[src/rtl/hazard_scoreboard.sv]
`default_nettype none
// ============================================================================
// hazard_scoreboard : per-register write scoreboard with RAW/WAW issue
//                     interlock, in-flight write limit and drain/halt control.
// Revision          : 1.0
// ============================================================================
module hazard_scoreboard #(
   parameter int NUM_REGS        = 32,
   parameter int ADDR_WIDTH      = 5,
   parameter int MAX_OUTSTANDING = 4,
   localparam int CNT_W          = $clog2(MAX_OUTSTANDING + 1)
) (
   input  logic                  clk_i,
   input  logic                  rst_i,
   input  logic                  id_valid_i,
   output logic                  id_ready_o,
   input  logic [ADDR_WIDTH-1:0] id_rs1_i,
   input  logic [ADDR_WIDTH-1:0] id_rs2_i,
   input  logic                  id_rs1_used_i,
   input  logic                  id_rs2_used_i,
   input  logic [ADDR_WIDTH-1:0] id_rd_i,
   input  logic                  id_rd_we_i,
   input  logic                  wb_valid_i,
   input  logic [ADDR_WIDTH-1:0] wb_rd_i,
   input  logic                  flush_i,
   input  logic                  drain_req_i,
   output logic                  drained_o,
   output logic [NUM_REGS-1:0]   busy_o,
   output logic [CNT_W-1:0]      outstanding_o,
   output logic                  err_o
);

   typedef enum logic [1:0] {
      RUN    = 2'd0,
      DRAIN  = 2'd1,
      HALTED = 2'd2
   } state_t;

   state_t              state_q;
   state_t              state_d;
   logic [NUM_REGS-1:0] busy_q;
   logic [NUM_REGS-1:0] busy_d;
   logic [CNT_W-1:0]    out_q;
   logic [CNT_W-1:0]    out_d;
   logic                err_q;
   logic                drained_q;

   logic raw_hz;
   logic waw_hz;
   logic counts;
   logic full;
   logic issue_cnt;
   logic wb_hit;

   // Interlock looks only at registered busy bits: a retiring write frees its
   // consumer one cycle later, never in the same cycle.
   assign raw_hz    = (id_rs1_used_i && busy_q[id_rs1_i]) ||
                      (id_rs2_used_i && busy_q[id_rs2_i]);
   assign waw_hz    = id_rd_we_i && busy_q[id_rd_i];
   assign counts    = id_rd_we_i && (id_rd_i != '0);
   assign full      = (out_q == CNT_W'(MAX_OUTSTANDING));

   assign id_ready_o = (state_q == RUN) && !drain_req_i && !flush_i &&
                       !raw_hz && !waw_hz && !(counts && full);

   assign issue_cnt = id_valid_i && id_ready_o && counts;
   assign wb_hit    = wb_valid_i && busy_q[wb_rd_i];

   always_comb begin
      busy_d = busy_q;
      out_d  = out_q;
      if (flush_i) begin
         busy_d = '0;
         out_d  = '0;
      end else begin
         if (wb_hit) begin
            busy_d[wb_rd_i] = 1'b0;
         end
         if (issue_cnt) begin
            busy_d[id_rd_i] = 1'b1;
         end
         case ({issue_cnt, wb_hit})
            2'b10:   out_d = out_q + CNT_W'(1);
            2'b01:   out_d = out_q - CNT_W'(1);
            default: out_d = out_q;
         endcase
      end
   end

   always_comb begin
      state_d = state_q;
      case (state_q)
         RUN: begin
            if (drain_req_i) begin
               state_d = DRAIN;
            end
         end
         DRAIN: begin
            if (!drain_req_i) begin
               state_d = RUN;
            end else if ((out_q == '0) || flush_i) begin
               state_d = HALTED;
            end
         end
         HALTED: begin
            if (!drain_req_i) begin
               state_d = RUN;
            end
         end
         default: state_d = RUN;
      endcase
   end

   always_ff @(posedge clk_i or posedge rst_i) begin
      if (rst_i) begin
         state_q   <= RUN;
         busy_q    <= '0;
         out_q     <= '0;
         err_q     <= 1'b0;
         drained_q <= 1'b0;
      end else begin
         state_q   <= state_d;
         busy_q    <= busy_d;
         out_q     <= out_d;
         drained_q <= (state_d == HALTED);
         // A flush discards the same-cycle writeback entirely, error included.
         if (wb_valid_i && !flush_i && !wb_hit) begin
            err_q <= 1'b1;
         end
      end
   end

   assign busy_o        = busy_q;
   assign outstanding_o = out_q;
   assign err_o         = err_q;
   assign drained_o     = drained_q;

endmodule
`default_nettype wire

[config.mk]
export PLATFORM = sky130hd
export DESIGN_NAME = hazard_scoreboard
export DESIGN_NICKNAME = d
export VERILOG_FILES = /design/src/rtl/hazard_scoreboard.sv
export SDC_FILE = /design/constraint.sdc
export NUM_CORES = 1
export LEC_CHECK = 0
export ABC_AREA = 0
export CELL_PAD_IN_SITES_DETAIL_PLACEMENT = 0
export CELL_PAD_IN_SITES_GLOBAL_PLACEMENT = 2
export CORE_AREA = 2 2 98 100
export CTS_BUF_LIST = sky130_fd_sc_hd__clkbuf_4 sky130_fd_sc_hd__clkbuf_8
export CTS_CLUSTER_DIAMETER = 150
export DETAILED_ROUTE_END_ITERATION = 12
export DIE_AREA = 0 0 100 102
export PLACE_DENSITY_LB_ADDON = 0.1
export SETUP_SLACK_MARGIN = 0.15
export SKIP_CTS_REPAIR_TIMING = 1
export SLEW_MARGIN = 10
export SYNTH_ARGS = -nofsm -noshare
export SYNTH_HDL_FRONTEND = slang
export SYNTH_SLANG_ARGS = --single-unit
export TNS_END_PERCENT = 10
[constraint.sdc]
create_clock -name clk_i -period 12.65 [get_ports clk_i]
set_input_delay 3.795 -clock clk_i [delete_from_list [all_inputs] [get_ports clk_i]]
set_output_delay 3.795 -clock clk_i [all_outputs]
set_load 0.05 [all_outputs]
Yosys cells after proc, flatten, opt, wreduce, memory -nomap -nowiden
Cells that the tools add are included.

Logic and storage cells: 74. Register bits after elaboration: 39.

Magnitude comparators: 6. Equality and inequality tests: 6. Multiplexer cells: 23. $add $sub $neg: 2. Reduce and logical (&&, ||, !) cells: 29. Bitwise gates (word level): 3.

Operator list (number): two-way mux 32 bit (4); AND 32 bit (1); NOT 32 bit (1); OR 32 bit (1); < comparator 5 x 6 -> 1 bit (second input constant) (4); binary-select mux 1 bit (select 5 bit) (4); logical AND 1 bit (17); demux 1 bit (select 5 bit) (2); greater-or-equal comparator 5 x 1 -> 1 bit (second input constant) (2); two-way mux 2 bit (4); == test 2 bit (second input constant) (3); logical NOT 1 bit (6); two-way mux 1 bit (6); one-hot mux 2 bit (3 select lines) (1); one-hot mux 3 bit (2 select lines) (1); nonzero test 5 bit (1); == test 2 x 1 -> 1 bit (second input constant) (2); adder 3 x 1 -> 3 bit (second input constant) (1); == test 3 bit (second input constant) (1); logical NOT 3 bit (1); two-way mux 3 bit (1); nonzero test 3 bit (1); subtractor 3 x 1 -> 3 bit (second input constant) (1); logical NOT 2 bit (1); logical OR 1 bit (2).

Logic depth before layout (Yosys ltp)
Gate-level depths: netlist of the first run.

Depth after elaboration: 13. Gate-level depth with buffers: 12.

Least setup slack after synthesis of the first run
No wires, ideal clock.

Kind: input -> output. Start: input port id_rs1_i[1]. End: output port id_ready_o. Arrival time: 5.714 ns. Cell stages on the path: 6. Required time: 8.855 ns. Buffers on the path: 1. Setup slack: 3.141 ns. Path through: clkbuf_1 -> mux4_2 -> mux2_2 -> or3_1 -> nand4_1 -> and3_2.

Word-level cells in the longest chain between the ends: 8.

RTL lines: start, declared (RTL line 17) `input logic [ADDR_WIDTH-1:0] id_rs1_i,`; binary-select mux 1 bit (select 5 bit) (RTL line 57) `assign raw_hz = (id_rs1_used_i && busy_q[id_rs1_i]) ||`; two-way mux 1 bit (not written as such) (RTL line 57); logical AND 1 bit (RTL line 57); logical OR 1 bit (RTL line 57); logical NOT 1 bit (RTL line 64) `!raw_hz && !waw_hz && !(counts && full);`; logical AND 1 bit (RTL line 63) `assign id_ready_o = (state_q == RUN) && !drain_req_i && !flush_i &&`; logical AND 1 bit (2 in series) (RTL line 64); end, declared (RTL line 16) `output logic id_ready_o,`.

No other way between the ends. The select of a mux whose other input is x is not followed.

Worst setup path in the final report of the first run
Start: input port id_rs2_i[0]. End: output port id_ready_o.

Word-level cells in the longest chain between the ends: 8.

RTL lines: start, declared (RTL line 18) `input logic [ADDR_WIDTH-1:0] id_rs2_i,`; binary-select mux 1 bit (select 5 bit) (RTL line 58) `(id_rs2_used_i && busy_q[id_rs2_i]);`; two-way mux 1 bit (not written as such) (RTL line 58); logical AND 1 bit (RTL line 58); logical OR 1 bit (RTL line 57); logical NOT 1 bit (RTL line 64); logical AND 1 bit (RTL line 63); logical AND 1 bit (2 in series) (RTL line 64).

No other way between the ends. The select of a mux whose other input is x is not followed.

==> results of run 1 <==
state kept, by name, indices dropped and copies added, names as in the netlist:
signal         count
err_o              1
state_q            2
drained_o          1
outstanding_o      3
busy_o            32
worst paths after layout:
kind	start	slack, ns	to	depth (start not counted)
max in group asynchronous	rst_i	8.35	drained_o	3
worst max register to register	busy_o[6]	9.44	outstanding_o[1]	9
min in group asynchronous	rst_i	3.93	busy_o[0]	3
worst min register to register	err_o	0.48	err_o	1
worst max-delay path	id_rs2_i[0]	1.69	id_ready_o	7
worst min-delay path	err_o	0.48	err_o	1
layer usage:
layer  up-vias  GRT usage  part of all wire
li1       1337          -                 -
met1      1560      0.360              0.46
met2       135      0.383              0.47
met3        11     0.0294             0.061
met4         0     0.0558             0.013
met5         -          0                 0
area by class of cell:
cell class	instances	area share
clock buffer	5	0.0172
timing repair buffer	67	0.167
clock inverter	3	0.0109
sequential	39	0.244
tap	111	0.0347
multi-input combinational	227	0.518
inverter	9	0.00843
stage by stage:
step	worst slack, ns	cells	power (mW)	hold slack [ns]	util
detailed placement	1.68	453	0.181	0.464	0.427
floorplan	3.14	303	0.161	0.529	-
global placement	1.73	453	0.181	0.463	0.427
finish	1.69	461	0.285	0.484	0.440
global route	1.48	461	0.299	0.512	0.440
CTS	1.67	461	0.288	0.485	0.440
worst max-delay path: cells and delay by family:
kind	cells	cell delay, ns
buffers and inverters	2	1.51
muxes	2	0.87
AOI/OAI and AO/OA	2	0.73
and+or+nand+nor	1	0.25
power by group:
part	total (mW)	switching, mW	leakage, nW	internal [mW]
Sequential	0.127	0.00125	0.537	0.126
Clock	0.107	0.0483	0.0581	0.0588
Combinational	0.0513	0.0318	0.919	0.0195
cells by family (layout without fill, tap and decap cells):
| kind of cell | count (synthesis) | after routing |
|---|---|---|
| AO/OA/AOI/OAI | 96 | 96 |
| AND/OR/NAND/NOR | 84 | 84 |
| multiplexers | 46 | 46 |
| flip-flops | 39 | 39 |
| buffers and inverters | 37 | 84 |
| adder cells (fa/ha/maj) | 1 | 1 |
layout by cell type, fill, tap and decap left out, types with 2 or more instances in the layout:
cell,n
sky130_fd_sc_hd__or3_1,4
sky130_fd_sc_hd__clkdlybuf4s50_1,66
sky130_fd_sc_hd__inv_1,9
sky130_fd_sc_hd__mux4_1,5
sky130_fd_sc_hd__or2_2,3
sky130_fd_sc_hd__nor2b_1,5
sky130_fd_sc_hd__nand2b_1,4
sky130_fd_sc_hd__clkbuf_8,5
sky130_fd_sc_hd__a31oi_1,3
sky130_fd_sc_hd__o31a_1,2
sky130_fd_sc_hd__o21ai_0,3
sky130_fd_sc_hd__mux2_2,6
sky130_fd_sc_hd__dfrtp_1,39
sky130_fd_sc_hd__o31ai_2,2
sky130_fd_sc_hd__nand3_1,11
sky130_fd_sc_hd__o31ai_1,30
sky130_fd_sc_hd__o32ai_1,2
sky130_fd_sc_hd__o211ai_1,33
sky130_fd_sc_hd__o2111ai_1,4
sky130_fd_sc_hd__mux4_2,20
sky130_fd_sc_hd__nand2_1,19
sky130_fd_sc_hd__nand3b_1,5
sky130_fd_sc_hd__mux2i_1,15
sky130_fd_sc_hd__and3_1,9
sky130_fd_sc_hd__nor4_1,2
sky130_fd_sc_hd__nor2_1,10
sky130_fd_sc_hd__nand4_1,2
sky130_fd_sc_hd__a32o_1,7
sky130_fd_sc_hd__nor3b_1,2
sky130_fd_sc_hd__nor3_1,4
==> results.md, run 1 <==
- The run finished with clean final reports.
- The total wirelength of the detailed-routed design is 11.7 mm.
- The number of top-level pins is 67.
- The number of DRC markers after the initial detailed-route iteration is 315.
- The slowest stage of the critical path belongs to the cell sky130_fd_sc_hd__clkdlybuf4s50_1.
- The layout net count is 379.
- The die is 100 um wide.
- The mean post-synth cell area is 10.7 um2.
- The worst setup skew after layout is 0.0110 ns.
- The placer congestion estimate is 0.829.
- During synthesis, Yosys emitted a total of 0 warnings.
- The most frequently used cell type in the post-synthesis netlist is sky130_fd_sc_hd__dfrtp_1.
- The worst endpoint data arrival time is 7.17 ns.
- The count of standard-cell rows is 35.
- The TritonCTS clock tree is yes.
- On the worst path, the slowest cell contributes a delay of 0.80 ns.
- The number of enable flip-flop cells after synthesis is 0.
- STA classifies the critical path startpoint as an input pin.
- By startpoint and endpoint, the worst setup path is classified as in2out.
- Setup repair after global routing left no endpoint under its margin.
- The worst supply voltage drop on vdd is 41.1 uV.
- The area after detailed placement is 3890 um2.
- The multi-input combinational cell area is 2080 um2.
- The clock tree root buffer cell is sky130_fd_sc_hd__clkbuf_8.
- The clock passes through at most 2 buffers.
- The share of synthesized cell area in and, or, nand and nor gates is 0.147.
- The area fraction in compound gates after synthesis is 0.243.
- The maximum level of the CTS H-tree is 2.
- The main flop type after synthesis is sky130_fd_sc_hd__dfrtp_1.
- The share of synthesized registers carrying an async set or reset is 1.00.
- The slew at the pin closest to its max-slew limit is 1.14 ns.
- The DRC violation count after routing is 0.
- The mapped cell area is 3230 um2.
- The setup TNS is 0 ns.
- The flip-flop and latch count after synthesis is 39.
- The clock sink count is 39.
- The fraction of post-synthesis cell area in the top cell type by area is 0.302.
- The die boundary height is 102 um.
- The final standard cell area without fillers is 4010 um2.
- The HPWL after detailed placement is 8.30 mm.
- For this configuration, the core starts out at a cell density of 0.354.
- The post-detailed-route count of antenna-violating nets is 0.
- The maximum frequency from static timing analysis is 91.2 MHz.
- The synthesis-to-layout area growth is 24.1%.
- The leakage component of the power is 1.51 nW.
- The later pin in the worst-skew pair is clocked with a latency of 0.30 ns.
- The type of the most critical hold path is reg2reg.
- The dominant combinational cell family by area after synthesis is multiplexers.
- The power per cell area is 71.3 nW/um2.
- The fraction of synthesized area in multiplexers is 0.248.
- The tool flagged a number of max-cap violations equal to 0.
- The final count of pins violating max slew is 0.
- Setup violations remaining at the end of the flow were counted as 0.
- The via count of the first global-routing pass was 3028.
- The critical path endpoint category is a primary output.
- The critical path data required time is 8.85 ns.
- After detailed routing, the number of vias per cell comes to 6.60.
- The quantity of I/O buffers inserted on ports is 66.
- Summing all flip-flop and latch instances after layout gives 976 um2.
- The fraction of the cycle the final worst path needs is 0.867.
- Synthesis handed over a netlist of 303 instances.
- Counting instances in the post-synthesis netlist gives the leading cell types as 39 x sky130_fd_sc_hd__dfrtp_1, 33 x sky130_fd_sc_hd__o211ai_1, 30 x sky130_fd_sc_hd__o31ai_1, 20 x sky130_fd_sc_hd__mux4_2, 19 x sky130_fd_sc_hd__nand2_1.
- The number of antenna diodes in the final layout is 0.
- For this run, the register share of the synthesized area comes to 0.302.
- The signal on the critical path passes through clkdlybuf4s50_1 -> mux4_1 -> mux2_2 -> a221o_1 -> a31oi_4 -> and3_2 -> clkdlybuf4s50_1.
- Synthesis produced a netlist with a net count of 333.
- The post-synthesis share of cell area spent on full adders, half adders and majority gates is 0.00620.
- The layout has 888 filler cells.
- The final hold violation count is 0.
- The biggest area contributor in the post-synthesis netlist is sky130_fd_sc_hd__dfrtp_1.
- Of the total synthesized cell area, the portion taken by XOR and XNOR cells is 0.
- The total number of vias is 3043.
- After clock tree synthesis, the clock-pin slew on the worst setup and hold paths is 0.08 ns.
- The total global-route track usage is 0.243.
- The first detailed-routing pass took 5 iterations.
- The pin count of the biggest net entering global routing is 40.
- The wire length of the first global-routing pass is 18.7 mm.
- The maximum net fanout on the critical path is 9.
- The initial antenna violation count is 0.
- Dividing the detail-routed wire length by the instance count gives 25.4 um.
- The core area is 9110 um2.
- Ranked by total cell area, the synthesized netlist is headed by sky130_fd_sc_hd__dfrtp_1 30%, sky130_fd_sc_hd__mux4_2 14%, sky130_fd_sc_hd__o211ai_1 7.7%, sky130_fd_sc_hd__o31ai_1 7.0%, sky130_fd_sc_hd__mux2i_1 4.7%.
- The worst max-slew margin expressed relative to the limit is 0.236.
- The netlist uses 47 different library cells.
- Summed over all layers, the global routing overflow is 0.
- Counting stages on the worst path, the most repeated cell is sky130_fd_sc_hd__clkdlybuf4s50_1.
- The minimum clock period after layout is 10.96 ns.
- The total die area is 10200 um2.
- The share of layout cells above drive strength 1 is 0.131.
- The total clock buffers created by CTS is 5.
Power figures use the tool's default switching activity.
==> run 2: changes to the inputs <==
--- a/config.mk
+++ b/config.mk
@@ -8,15 +8,15 @@
 export ABC_AREA = 0
 export CELL_PAD_IN_SITES_DETAIL_PLACEMENT = 0
 export CELL_PAD_IN_SITES_GLOBAL_PLACEMENT = 2
-export CORE_AREA = 2 2 98 100
+export CORE_AREA = 3 3 99 101
 export CTS_BUF_LIST = sky130_fd_sc_hd__clkbuf_4 sky130_fd_sc_hd__clkbuf_8
 export CTS_CLUSTER_DIAMETER = 150
 export DETAILED_ROUTE_END_ITERATION = 12
-export DIE_AREA = 0 0 100 102
+export DIE_AREA = 0 0 102 104
 export PLACE_DENSITY_LB_ADDON = 0.1
 export SETUP_SLACK_MARGIN = 0.15
 export SKIP_CTS_REPAIR_TIMING = 1
-export SLEW_MARGIN = 10
+export SLEW_MARGIN = 30
 export SYNTH_ARGS = -nofsm -noshare
 export SYNTH_HDL_FRONTEND = slang
 export SYNTH_SLANG_ARGS = --single-unit
==> run 2 against run 1 <==
  * Non-clock buffer count is the same
  * Final cell count is the same
  * Power grew 1.0%
  * Wire length grew 1.7%
  * Critical path type unchanged
  * First-iteration DRC count shrank 26%
  * Critical path depth is the same
  * Worst setup slack gained 0.0052 ns
  * Die area grew 4.0%
  * Design area shrank 0.12%
==> results.md, run 2 (synthesized netlist as in run 1, its figures left out) <==
- The die boundary height is 104 um (+2.0%).
- The worst endpoint data arrival time is 7.16 ns (about the same).
- The maximum net fanout on the critical path was 9 (unchanged).
- The worst hold path belongs to the class reg2reg.
- The final count of pins violating max slew came to 0 (unchanged).
- The power per cell area is 72.1 nW/um2 (+1.2%).
- The clock network latency to the later pin of the worst-skew pair came to 0.30 ns (about the same).
- The library cells used most frequently in the layout, excluding fill and tap cells, are 65 x sky130_fd_sc_hd__clkdlybuf4s50_1, 39 x sky130_fd_sc_hd__dfrtp_1, 33 x sky130_fd_sc_hd__o211ai_1.
- The flow ran to the end, and the final reports show no timing, DRC or antenna violations.
- The initial antenna violation count is 0 (unchanged).
- The critical path endpoint category is a primary output.
- The area taken by flip-flops and latches is 976 um2 (unchanged).
- The worst setup path is launched from an input pin.
- The worst-case clock buffer depth is 2 (unchanged).
- The number of DRC markers after the initial detailed-route iteration is 234 (-26%).
- The multi-input combinational cell area is 2080 um2 (unchanged).
- The placer congestion estimate was 0.814 (-1.9%).
- The critical path in this run is classified as in2out.
- The average wire length per cell after detail routing is 25.8 um (+1.7%).
- The count of standard-cell rows is 35 (unchanged).
- The number of violations of the max-capacitance limit came to 0 (unchanged).
- The layout filler cell count was 902 (+1.6%).
- The number of search-and-repair iterations in the first detailed-routing pass is 4 (-1).
- The total die area is 10600 um2 (+4.0%).
- The via count of the first global-routing pass came to 3073 (+1.5%).
- The worst supply voltage drop on vdd is 37.7 uV (-8.2%).
- The flip-flop count of the largest register after layout is 32 (unchanged).
- The minimum clock period after layout is 10.96 ns (-0.00522 ns).
- The clock sink count was 39 (unchanged).
- The leakage component of the power was 1.51 nW (about the same).
- The total clock buffers created by CTS is 5 (unchanged).
- The final setup violation count is 0 (unchanged).
- The number of top-level pins was 67 (unchanged).
- The final hold slack is 0.493 ns (+0.00879 ns).
- In this run the clock root is driven by a sky130_fd_sc_hd__clkbuf_8.
- The post-placement setup slack came to 1.64 ns (-0.0456 ns).
- The core area is 9110 um2 (unchanged).
- The non-filler instance count after layout is 461 (unchanged).
- The maximum level of the CTS H-tree was 2 (unchanged).
- The library cell used most frequently in the layout, excluding fill and tap cells, is sky130_fd_sc_hd__clkdlybuf4s50_1.
- The number of instances in the placed design is 453 (unchanged).
- The setup slack of the critical path after layout is 1.69 ns (+0.00522 ns).
- The pin count of the biggest net entering global routing is 40 (unchanged).
- The worst max-slew margin expressed relative to the limit is 0.536 (+0.300).
- The overflow left after global routing is 0 (unchanged).
- The fraction of the cycle the final worst path needs was 0.866 (about the same).
- Setup repair after global routing left no endpoint under its margin.
- The HPWL after detailed placement came to 8.42 mm (+1.4%).
- The share of layout cells above drive strength 1 came to 0.137 (+0.00571).
- The total wirelength of the detailed-routed design is 11.9 mm (+1.7%).
- The via-per-instance ratio was 6.54 (-0.89%).
- The effective utilization at floorplan was 0.354 (unchanged).
- The clock-pin slew reported for the worst setup and hold paths after clock tree synthesis is 0.09 ns (about the same).
- The total global-route track usage is 0.227 (-0.0155).
- The total design power is 288 uW (+1.0%).
- The worst setup skew after layout is 0.00703 ns (-0.00397 ns).
- The DRC violation count after routing was 0 (unchanged).
- The final antenna diode count is 0 (unchanged).
- The slew at the pin closest to its max-slew limit is 0.688 ns (-0.456 ns).
- The setup TNS is 0 ns (unchanged).
- The final hold violation count was 0 (unchanged).
- The synthesis-to-layout area growth is 24.0%.
- The TritonCTS clock tree is yes.
- The quantity of I/O buffers inserted on ports is 66 (unchanged).
- The post-detailed-route count of antenna-violating nets was 0 (unchanged).
- The chip width is 102 um (+2.0%).
- The maximum frequency from static timing analysis is 91.3 MHz (about the same).
- The critical path data required time is 8.85 ns (about the same).
- The total number of vias came to 3016 (-0.89%).
- The layout net count is 379 (unchanged).
- The wire length of the first global-routing pass is 18.4 mm (-1.4%).
[run 2: through the flow]
stage                     instance area (um2)   util
after detailed placement                 3890  0.427
final                                    4000  0.439
after global routing                     4000  0.439
after CTS                                4010  0.440
after global placement                   3890  0.427
after floorplan                          3230      -
[run 2: layout make-up]
type | instances | share of cell area
Clock inverter | 3 | 0.0109
Timing Repair Buffer | 67 | 0.166
Multi-Input combinational cell | 227 | 0.519
Clock buffer | 5 | 0.0172
Inverter | 9 | 0.00844
Sequential cell | 39 | 0.244
Tap cell | 111 | 0.0347
[run 2: layer usage]
| metal | global-route usage | up-vias | routed length, um |
|---|---|---|---|
| met2 | 0.350 | 122 | 5640 |
| met5 | 0 | - | 0 |
| li1 | - | 1341 | - |
| met1 | 0.335 | 1541 | 5310 |
| met3 | 0.0409 | 12 | 798 |
| met4 | 0.0459 | 0 | 153 |
[run 2: final timing paths]
path                               endpoint   startpoint  cells past startpoint  slack [ns]
max                              id_ready_o  id_rs2_i[0]                      7        1.69
min                                   err_o        err_o                      1        0.49
max reg2reg                outstanding_o[1]    busy_o[4]                      9        9.44
min reg2reg                           err_o        err_o                      1        0.49
max in group asynchronous         drained_o        rst_i                      3        8.36
min in group asynchronous         busy_o[1]        rst_i                      3        3.92
[run 2: worst max-delay path, cell delays in order]
cell and delay, ns:
sky130_fd_sc_hd__clkdlybuf4s50_1 0.70, sky130_fd_sc_hd__mux4_1 0.60, sky130_fd_sc_hd__mux2_2 0.27, sky130_fd_sc_hd__a221o_1 0.39, sky130_fd_sc_hd__a31oi_4 0.33, sky130_fd_sc_hd__and3_2 0.27, sky130_fd_sc_hd__clkdlybuf4s50_1 0.81
[run 2: report_power, final]
group / total (mW) / internal [mW] / switching (mW) / leakage (nW)
registers: 0.127 / 0.126 / 0.00117 / 0.537
clock network: 0.110 / 0.0588 / 0.0510 / 0.0581
logic: 0.0515 / 0.0193 / 0.0322 / 0.917
